### src/rtl/serial_load_scheduler.sv
// rtl/serial_load_scheduler.sv - OSD download to ACIA RXD 8N1 serialiser with FIFO, pacing and source select (optional: SERIAL_LOAD_LF_TO_CR_EN)
module serial_load_scheduler #(
  parameter int CLK_HZ        = 50000000,
  parameter int FIFO_DEPTH    = 16,
  parameter int CHAR_GAP_BITS = 2,
  parameter int LINE_GAP_BITS = 200
) (
  input  logic       clk,
  input  logic       n_reset,
  input  logic       load_from,
  input  logic       baud_rate,
  input  logic       ioctl_download,
  input  logic       ioctl_wr,
  input  logic [7:0] ioctl_data,
  output logic       ioctl_wait,
  input  logic       uart_rxd,
  output logic       rxd_out,
  output logic       busy,
  output logic       overflow
);

  localparam int AW = $clog2(FIFO_DEPTH);
  localparam int CW = AW + 1;
  localparam logic [CW-1:0] DEPTH_C  = CW'(FIFO_DEPTH);
  localparam logic [CW-1:0] WAIT_C   = CW'(FIFO_DEPTH - 1);
  localparam logic [17:0]   BIT_9600 = 18'(CLK_HZ / 9600);
  localparam logic [17:0]   BIT_300  = 18'(CLK_HZ / 300);
  localparam logic [15:0]   GAP_CHAR = 16'(CHAR_GAP_BITS);
  localparam logic [15:0]   GAP_LINE = 16'(CHAR_GAP_BITS + LINE_GAP_BITS);

  typedef enum logic [2:0] {S_IDLE, S_START, S_DATA, S_STOP, S_GAP} state_t;
  state_t state, state_next;

  logic [7:0]    mem [FIFO_DEPTH];
  logic [AW-1:0] wr_ptr, rd_ptr;
  logic [CW-1:0] count, count_next;
  logic          full, wr_req, wr_en, pop;
  logic [7:0]    wr_byte;
  logic          drop_lf;

  logic          sel;
  logic [17:0]   bit_cyc, cyc_cnt;
  logic [2:0]    bit_idx;
  logic [15:0]   gap_cnt, gap_len;
  logic [7:0]    shreg;
  logic          was_cr, tick, gap_done, ser_line;

`ifdef SERIAL_LOAD_LF_TO_CR_EN
  logic last_cr;

  // Newline folding and upper-casing; the CR flag is held clear while no download runs
  always_comb begin
    wr_byte = ioctl_data;
    drop_lf = 1'b0;
    if (ioctl_data == 8'h0A) begin
      if (last_cr) drop_lf = 1'b1;
      else         wr_byte = 8'h0D;
    end else if (ioctl_data >= 8'h61 && ioctl_data <= 8'h7A) begin
      wr_byte = ioctl_data - 8'h20;
    end
  end

  // Remember whether the last download byte offered was a CR
  always_ff @(posedge clk or negedge n_reset) begin
    if (!n_reset)                    last_cr <= 1'b0;
    else if (!ioctl_download)        last_cr <= 1'b0;
    else if (ioctl_wr)               last_cr <= (ioctl_data == 8'h0D);
  end
`else
  assign wr_byte = ioctl_data;
  assign drop_lf = 1'b0;
`endif

  assign full     = (count == DEPTH_C);
  assign wr_req   = ioctl_download && ioctl_wr && !drop_lf;
  // A pop in the same cycle frees the slot, so a write to a full FIFO still lands
  assign wr_en    = wr_req && (!full || pop);
  assign tick     = (cyc_cnt == bit_cyc - 18'd1);
  assign gap_len  = was_cr ? GAP_LINE : GAP_CHAR;
  assign gap_done = ((gap_cnt + 16'd1) >= gap_len);

  // FIFO occupancy after this cycle's write/pop
  always_comb begin
    count_next = count;
    case ({wr_en, pop})
      2'b10:   count_next = count + CW'(1);
      2'b01:   count_next = count - CW'(1);
      default: count_next = count;
    endcase
  end

  // Serialiser next state and line level
  always_comb begin
    state_next = state;
    pop        = 1'b0;
    ser_line   = 1'b1;
    case (state)
      S_IDLE:  if (!sel && count != '0) begin
                 pop        = 1'b1;
                 state_next = S_START;
               end
      S_START: begin
                 ser_line = 1'b0;
                 if (tick) state_next = S_DATA;
               end
      S_DATA:  begin
                 ser_line = shreg[0];
                 if (tick && bit_idx == 3'd7) state_next = S_STOP;
               end
      S_STOP:  if (tick) state_next = (gap_len == 16'd0) ? S_IDLE : S_GAP;
      S_GAP:   if (tick && gap_done) state_next = S_IDLE;
      default: state_next = S_IDLE;
    endcase
  end

  // FSM state register
  always_ff @(posedge clk or negedge n_reset) begin
    if (!n_reset) state <= S_IDLE;
    else          state <= state_next;
  end

  // FIFO pointers, fill level, HPS throttle and sticky overflow
  always_ff @(posedge clk or negedge n_reset) begin
    if (!n_reset) begin
      wr_ptr     <= '0;
      rd_ptr     <= '0;
      count      <= '0;
      ioctl_wait <= 1'b0;
      overflow   <= 1'b0;
    end else begin
      if (wr_en) wr_ptr <= wr_ptr + AW'(1);
      if (pop)   rd_ptr <= rd_ptr + AW'(1);
      count      <= count_next;
      ioctl_wait <= (count_next >= WAIT_C);
      if (wr_req && !wr_en) overflow <= 1'b1;
    end
  end

  // FIFO storage
  always_ff @(posedge clk) begin
    if (wr_en) mem[wr_ptr] <= wr_byte;
  end

  // Bit timer, shift register and gap counter; baud is fixed per frame at pop
  always_ff @(posedge clk or negedge n_reset) begin
    if (!n_reset) begin
      cyc_cnt <= '0;
      bit_cyc <= BIT_9600;
      bit_idx <= '0;
      gap_cnt <= '0;
      shreg   <= '0;
      was_cr  <= 1'b0;
    end else begin
      if (state == S_IDLE || tick) cyc_cnt <= '0;
      else                         cyc_cnt <= cyc_cnt + 18'd1;
      if (pop) begin
        shreg   <= mem[rd_ptr];
        was_cr  <= (mem[rd_ptr] == 8'h0D);
        bit_idx <= '0;
        bit_cyc <= baud_rate ? BIT_300 : BIT_9600;
      end else if (state == S_DATA && tick) begin
        shreg   <= {1'b0, shreg[7:1]};
        bit_idx <= bit_idx + 3'd1;
      end
      if (state == S_STOP)             gap_cnt <= '0;
      else if (state == S_GAP && tick) gap_cnt <= gap_cnt + 16'd1;
    end
  end

  // Source select changes only between frames; output mux and busy are registered together
  always_ff @(posedge clk or negedge n_reset) begin
    if (!n_reset) begin
      sel     <= 1'b0;
      rxd_out <= 1'b1;
      busy    <= 1'b0;
    end else begin
      if (state == S_IDLE && !pop) sel <= load_from;
      rxd_out <= sel ? uart_rxd : ser_line;
      busy    <= (count != '0) || (state != S_IDLE);
    end
  end

endmodule

### config.mk
export PLATFORM = sky130hd
export DESIGN_NAME = serial_load_scheduler
export DESIGN_NICKNAME = d
export VERILOG_FILES = /design/src/rtl/serial_load_scheduler.sv
export SDC_FILE = /design/constraint.sdc
export NUM_CORES = 1
export LEC_CHECK = 0
export CORE_UTILIZATION = 60
export CTS_BUF_LIST = sky130_fd_sc_hd__clkbuf_8
export DETAILED_ROUTE_END_ITERATION = 10
export PLACE_DENSITY = 0.77
export SYNTH_ARGS = -nofsm -noshare
export SYNTH_HDL_FRONTEND = slang
export SYNTH_SLANG_ARGS = --single-unit
### constraint.sdc
create_clock -name clk -period 3.6 [get_ports clk]
set_clock_uncertainty 0.15 [all_clocks]
set_input_delay 0.72 -clock clk [delete_from_list [all_inputs] [get_ports clk]]
set_output_delay 0.72 -clock clk [all_outputs]
set_load 0.02 [all_outputs]
==> results.sh, run 1 <==
export IMPL_synth_cell_area_mm2=0.00878
export IMPL_p_comb_share_pct=30.0
export IMPL_synth_seq_cells=197
export IMPL_core_area_mm2=0.0141
export IMPL_num_fill_cells=948
export IMPL_synth_avg_cell_area_um2=14.3
export IMPL_powerDensity_mw_per_mm2=632
export IMPL_hold_viol_final=0
export IMPL_first_global_vias=5183
export IMPL_fin_crit_ps=3140
export IMPL_rows=43
export IMPL_ant_nets=0
export IMPL_ir_worst_vdd_mv=0.415
export IMPL_drt_iter0_markers=636
export IMPL_worstPathArrival_ps=3340
export IMPL_drv_cap=0
export IMPL_diodes=0
export IMPL_totalPowerFinal_w=0.00607
export IMPL_htreeDepth=4
export IMPL_multi_input_area_mm2=0.00302
export IMPL_finalWorstSetupSlack_ps=459
export IMPL_crit_required_ps=3800
export IMPL_hp_class="in -> async"
export IMPL_rsz0062_at_grt="no"
export IMPL_antenna_found_initial=0
export IMPL_cts_root_buf="clkbuf_8"
export IMPL_route_detailed_drc=0
export IMPL_drt_pass1_iter_count=5
export IMPL_syn_num_nets=647
export IMPL_cts_tree="yes"
export IMPL_ios=19
export IMPL_vias_per_cell=6.29
export IMPL_p_leak_nw=3.58
export IMPL_final_cell_mix="edfxtp_1, dfrtp_1, nor2_1, nand2_1, mux4_2"
export IMPL_cts_inserted_buffers=17
export IMPL_wl_per_cell_um=20.4
export IMPL_final_cell_area_mm2=0.00959
export IMPL_gr_usage_all_layers_pct=24.7
export IMPL_drt_total_wl_mm=17.2
export IMPL_cp_max_fo=10
export IMPL_cts_setup_buffers=0
export IMPL_met2_usage_pct=40.2
export IMPL_ys_types=61
export IMPL_fin_setup_tns_ps=0
export IMPL_grt_met1_usage_pct=31.9
export IMPL_fmax_mhz=318
export IMPL_relSlewSlack_pct=39.2
export IMPL_final_max_slew_viol_count=0
export IMPL_dpl_hpwl_mm=11.4
export IMPL_die_area_mm2=0.0151
export IMPL_grt_max_degree=37
export IMPL_fp_dieH_um=123
export IMPL_seq_area_mm2=0.00557
export IMPL_outcome="complete, no violations"
export IMPL_p_switching_w=0.00204
export IMPL_via_count=5302
export IMPL_start_util_pct=62.3
export IMPL_grt_overflow=0
export IMPL_port_buffers=18
export IMPL_synth_ff_type="edfxtp_1"
export IMPL_ys_seq_area_share_pct=63.5
export IMPL_dp_slack_ps=396
export IMPL_finalNetCount=682
export IMPL_path_class="reg -> reg"
export IMPL_synth_edf_count=128
export IMPL_drive_gt1_share_pct=16.0
export IMPL_final_common_cell="edfxtp_1"
export IMPL_synthCells=615
export IMPL_clk_latency_ps=470
export IMPL_synth_warnings=0
export IMPL_p_seq_share_pct=49.0
export IMPL_gr_max_usage_layer="met2"
export IMPL_worst_pin_slew_ps=912
export IMPL_ys_async_sr_fraction_pct=35.0
export IMPL_placed_area_mm2=0.00925
export IMPL_gp_congestion=0.917
export IMPL_internal_power_w=0.00402
export IMPL_die_w_um=123
export IMPL_critPathLaunchType="flop"
export IMPL_cts_sinks=197
export IMPL_endpoint_kind="flop"
export IMPL_area_growth_pct=9.26
export IMPL_p_clk_share_pct=20.9
export IMPL_cts_hold_buf=0
export IMPL_cts_resized=0
export IMPL_fin_crit_sh_pct=87.3
export IMPL_grt_pass1_wl_mm=27.1
export IMPL_setup_viol=0
export IMPL_clkTransAtPathRegs_ps=100
export IMPL_grtUsageMet3_pct=6.18
export IMPL_switching_share_pct=33.7
export IMPL_clock_path_buffers=2
## flip-flops by register name (all words and copies together), names as in the netlist
name,cells
wr_ptr,4
count,5
mem,128
shreg,8
gap_cnt,16
ioctl_wait,1
sel,1
cyc_cnt,18
overflow,1
rd_ptr,4
rxd_out,1
busy,1
bit_idx,3
was_cr,1
state,3
bit_cyc,2
## routing by layer
| metal | vias up | part of all wire, % |
|---|---|---|
| li1 | 2412 | - |
| met1 | 2668 | 42 |
| met2 | 187 | 50 |
| met3 | 35 | 5.7 |
| met4 | 0 | 2.1 |
| met5 | - | 0 |
## cells in the mapped netlist, types with 6 or more instances
cell type	n	share of area, %
edfxtp_1	128	44
inv_1	14	0.60
dfrtp_1	67	19
buf_2	7	0.40
o21ai_0	21	1.2
a22oi_1	8	0.68
nor3_1	13	0.74
nand3_1	18	1.0
xnor2_1	18	1.8
xor2_1	17	1.7
a21o_1	11	0.94
mux2i_1	6	0.68
nor2_1	50	2.1
a21oi_1	12	0.68
clkbuf_1	15	0.64
ha_1	16	2.3
and3_1	12	0.86
nand2_1	42	1.8
mux4_2	31	8.0
a22o_1	7	0.70
nand4_1	13	0.93
## power by group through the flow
stage / sequential (W) / clock, W / combinational, W
floorplan: 0.00289 / 0 / 0.00141
global placement: 0.00299 / 0 / 0.00178
detailed placement: 0.00301 / 0 / 0.00183
CTS: 0.00297 / 0.00130 / 0.00183
global route: 0.00301 / 0.00137 / 0.00198
finish: 0.00297 / 0.00127 / 0.00182
## cells by family (layout without fill, tap and decap cells)
kind of cell	Yosys count	in the layout	synth area share (%)
and+or+nand+nor	191	191	11.7
buffers and inverters	42	90	2.15
adders and majority gates	17	17	2.51
muxes	43	43	9.53
xor gates and xnor gates	35	35	3.49
DFF	197	197	63.5
AOI/OAI and AO/OA	90	90	7.18
## final timing paths
check / startpoint / to / slack (ps) / cells past startpoint
setup / recovery: state[2] / ioctl_wait / 460 / 10
hold / removal: n_reset / cyc_cnt[10] / 60 / 1
setup reg to reg: state[2] / ioctl_wait / 460 / 10
hold reg to reg: sel / rxd_out / 320 / 1
max in group asynchronous: n_reset / rxd_out / 2430 / 2
min in group clk: sel / rxd_out / 320 / 1
## per-stage QoR
| step | utilization, % | std cells | hold slack (ps) |
|---|---|---|---|
| after detailed placement | 65.6 | 811 | 322 |
| after CTS | 68.1 | 843 | 54.4 |
| after global routing | 68.1 | 843 | 83.7 |
| after floorplan | - | 615 | 274 |
| final | 68.1 | 843 | 58.0 |
| after global placement | 65.6 | 811 | 307 |
## area by class of cell
| type | instances | area share [%] |
|---|---|---|
| sequential | 197 | 58.1 |
| clock buffer | 17 | 2.44 |
| inverter | 14 | 0.548 |
| multi-input combinational | 376 | 31.5 |
| timing repair buffer | 44 | 3.99 |
| tap | 180 | 2.35 |
| clock inverter | 15 | 1.11 |
## worst max-delay path: stages (launching register included)
cell	delay (ps)
dfrtp_1	510
nor4_1	460
o21ai_1	150
a21oi_1	390
ha_1	360
a21o_1	200
a21oi_1	200
nand3_1	100
o21ai_1	100
xnor2_1	110
a311o_1	280
Note: power is estimated with default switching activity, not from simulation.
==> run 2, diff against run 1 <==
TNS_END_PERCENT = 20   (was not set)
==> results of run 2 <==
Same layout as run 1: the final DEF is identical, and so are final timing and power.
==> run 3, diff against run 2 <==
CORE_MARGIN = 3   (was not set)
==> run 3 against run 2 <==
Net effect: die area is 6.6% higher; core utilization is 0.15 points higher; setup slack better by 64 ps; non-clock buffer count is 2 lower; wire length is 2.4% lower; critical path depth stayed put; via count is 1.9% lower; total power is 0.79% higher; sequential power hardly changed.
==> results.sh, run 3 (same netlist as run 1, synthesis figures left out) <==
export IMPL_outcome="complete, no violations"
export IMPL_gr_usage_all_layers_pct=22.2
export IMPL_cp_slowest_stage_delay_ps=500
export IMPL_hp_class="in -> async"
export IMPL_cp_num_cells=10
export IMPL_core_area_mm2=0.0141
export IMPL_largest_reg_flops=128
export IMPL_fmax_mhz=325
export IMPL_cts_root_buf="clkbuf_8"
export IMPL_grt_overflow=0
export IMPL_ant_nets=0
export IMPL_endpoint_kind="flop"
export IMPL_grt_pass1_wl_mm=27.3
export IMPL_reg_top3="mem x128, cyc_cnt x18, gap_cnt x16"
export IMPL_relSlewSlack_pct=40.8
export IMPL_placed_area_mm2=0.00925
export IMPL_layoutNonFillerInstCount=841
export IMPL_rows=43
export IMPL_fin_crit_ps=3080
export IMPL_crit_required_ps=3800
export IMPL_powerDensity_mw_per_mm2=636
export IMPL_dp_cells=809
export IMPL_cts_resized=0
export IMPL_diodes=0
export IMPL_rrSetupSlack_ps=520
export IMPL_ios=19
export IMPL_path_cells="nor4_1 -> o21ai_1 -> a21oi_1 -> ha_1 -> a21o_1 -> a21oi_1 -> nand3_1 -> o21ai_1 -> xnor2_1 -> a311o_1"
export IMPL_clkTransAtPathRegs_ps=100
export IMPL_worst_pin_slew_ps=888
export IMPL_drt_pass1_iter_count=5
export IMPL_first_global_vias=5184
export IMPL_cts_hold_buf=0
export IMPL_p_leak_nw=3.59
export IMPL_fin_setup_tns_ps=0
export IMPL_gp_congestion=0.906
export IMPL_cts_inserted_buffers=17
export IMPL_cp_max_fo=10
export IMPL_fin_crit_sh_pct=85.5
export IMPL_vias_per_cell=6.18
export IMPL_ir_worst_vdd_mv=0.416
export IMPL_critPathBufInv=0
export IMPL_final_max_slew_viol_count=0
export IMPL_start_util_pct=62.3
export IMPL_area_growth_pct=9.51
export IMPL_cts_setup_buffers=0
export IMPL_fp_dieH_um=127
export IMPL_drive_gt1_share_pct=15.9
export IMPL_cts_sinks=197
export IMPL_crit_family="compound AO/OA/AOI/OAI gates"
export IMPL_max_flop_register="mem"
export IMPL_grt_max_degree=44
export IMPL_die_area_mm2=0.0161
export IMPL_reg2reg_depth=10
export IMPL_finalCoreUtilization_pct=68.2
export IMPL_setup_viol=0
export IMPL_critPathLaunchType="flop"
export IMPL_port_buffers=18
export IMPL_drt_iter0_markers=343
export IMPL_hold_viol_final=0
export IMPL_clk_latency_ps=470
export IMPL_antenna_found_initial=0
export IMPL_dpl_hpwl_mm=11.3
export IMPL_reg2reg_from="state[2]"
export IMPL_crit_path_top_delay_cell="dfrtp_1"
export IMPL_path_class="reg -> reg"
export IMPL_die_w_um=127
export IMPL_rsz0062_at_grt="no"
export IMPL_final_common_cell="edfxtp_1"
export IMPL_final_cell_mix="edfxtp_1, dfrtp_1, nor2_1, nand2_1, mux4_2"
export IMPL_htreeDepth=4
export IMPL_worstPathArrival_ps=3280
export IMPL_finalNetCount=680
export IMPL_via_count=5200
export IMPL_cts_tree="yes"
export IMPL_route_detailed_drc=0
export IMPL_wl_per_cell_um=19.9
export IMPL_drt_total_wl_mm=16.8
export IMPL_final_cell_area_mm2=0.00961
export IMPL_clock_path_buffers=2
export IMPL_drv_cap=0
export IMPL_r2r_end="ioctl_wait"
export IMPL_whs_ps=137
==> run 3: worst max path at each step <==
stage,startpoint,to,slack (ps)
3_5_place_dp,ioctl_download,ioctl_wait,470
2_1_floorplan,count[0],ioctl_wait,700
6_report,state[2],ioctl_wait,520
3_3_place_gp,ioctl_download,ioctl_wait,550
5_1_grt,state[2],ioctl_wait,300
4_1_cts,state[2],ioctl_wait,520
==> run 3: through the flow <==
step | power [W] | setup WS (ps)
CTS | 0.00615 | 523
floorplan | 0.00430 | 699
finish | 0.00611 | 522
global route | 0.00645 | 300
detailed placement | 0.00484 | 473
global placement | 0.00475 | 546
==> run 3: report_power, final <==
| group | internal (W) | switching [W] | leakage [nW] | total, W |
|---|---|---|---|---|
| registers | 0.00268 | 0.000250 | 2.04 | 0.00294 |
| logic | 0.000853 | 0.00100 | 1.36 | 0.00185 |
| clock network | 0.000553 | 0.000772 | 0.188 | 0.00132 |
| total | 0.00409 | 0.00202 | 3.59 | 0.00611 |
==> run 3: metal layers <==
metal | share of wire, % | global-route usage (%) | vias up
li1 | - | - | 2413
met2 | 52 | 37.5 | 127
met4 | 1.4 | 6.25 | 0
met3 | 4.3 | 4.88 | 21
met1 | 43 | 29.5 | 2639
met5 | 0 | 0 | -
==> run 3: cell type report <==
type                    count  area [um^2]
fillers                   947         4480
clock buffers              17          234
inverters                  14         52.6
clock inverters            15          130
well taps                 180          225
repair buffers             42          380
multi-input cells         376         3020
flip-flops and latches    197         5570
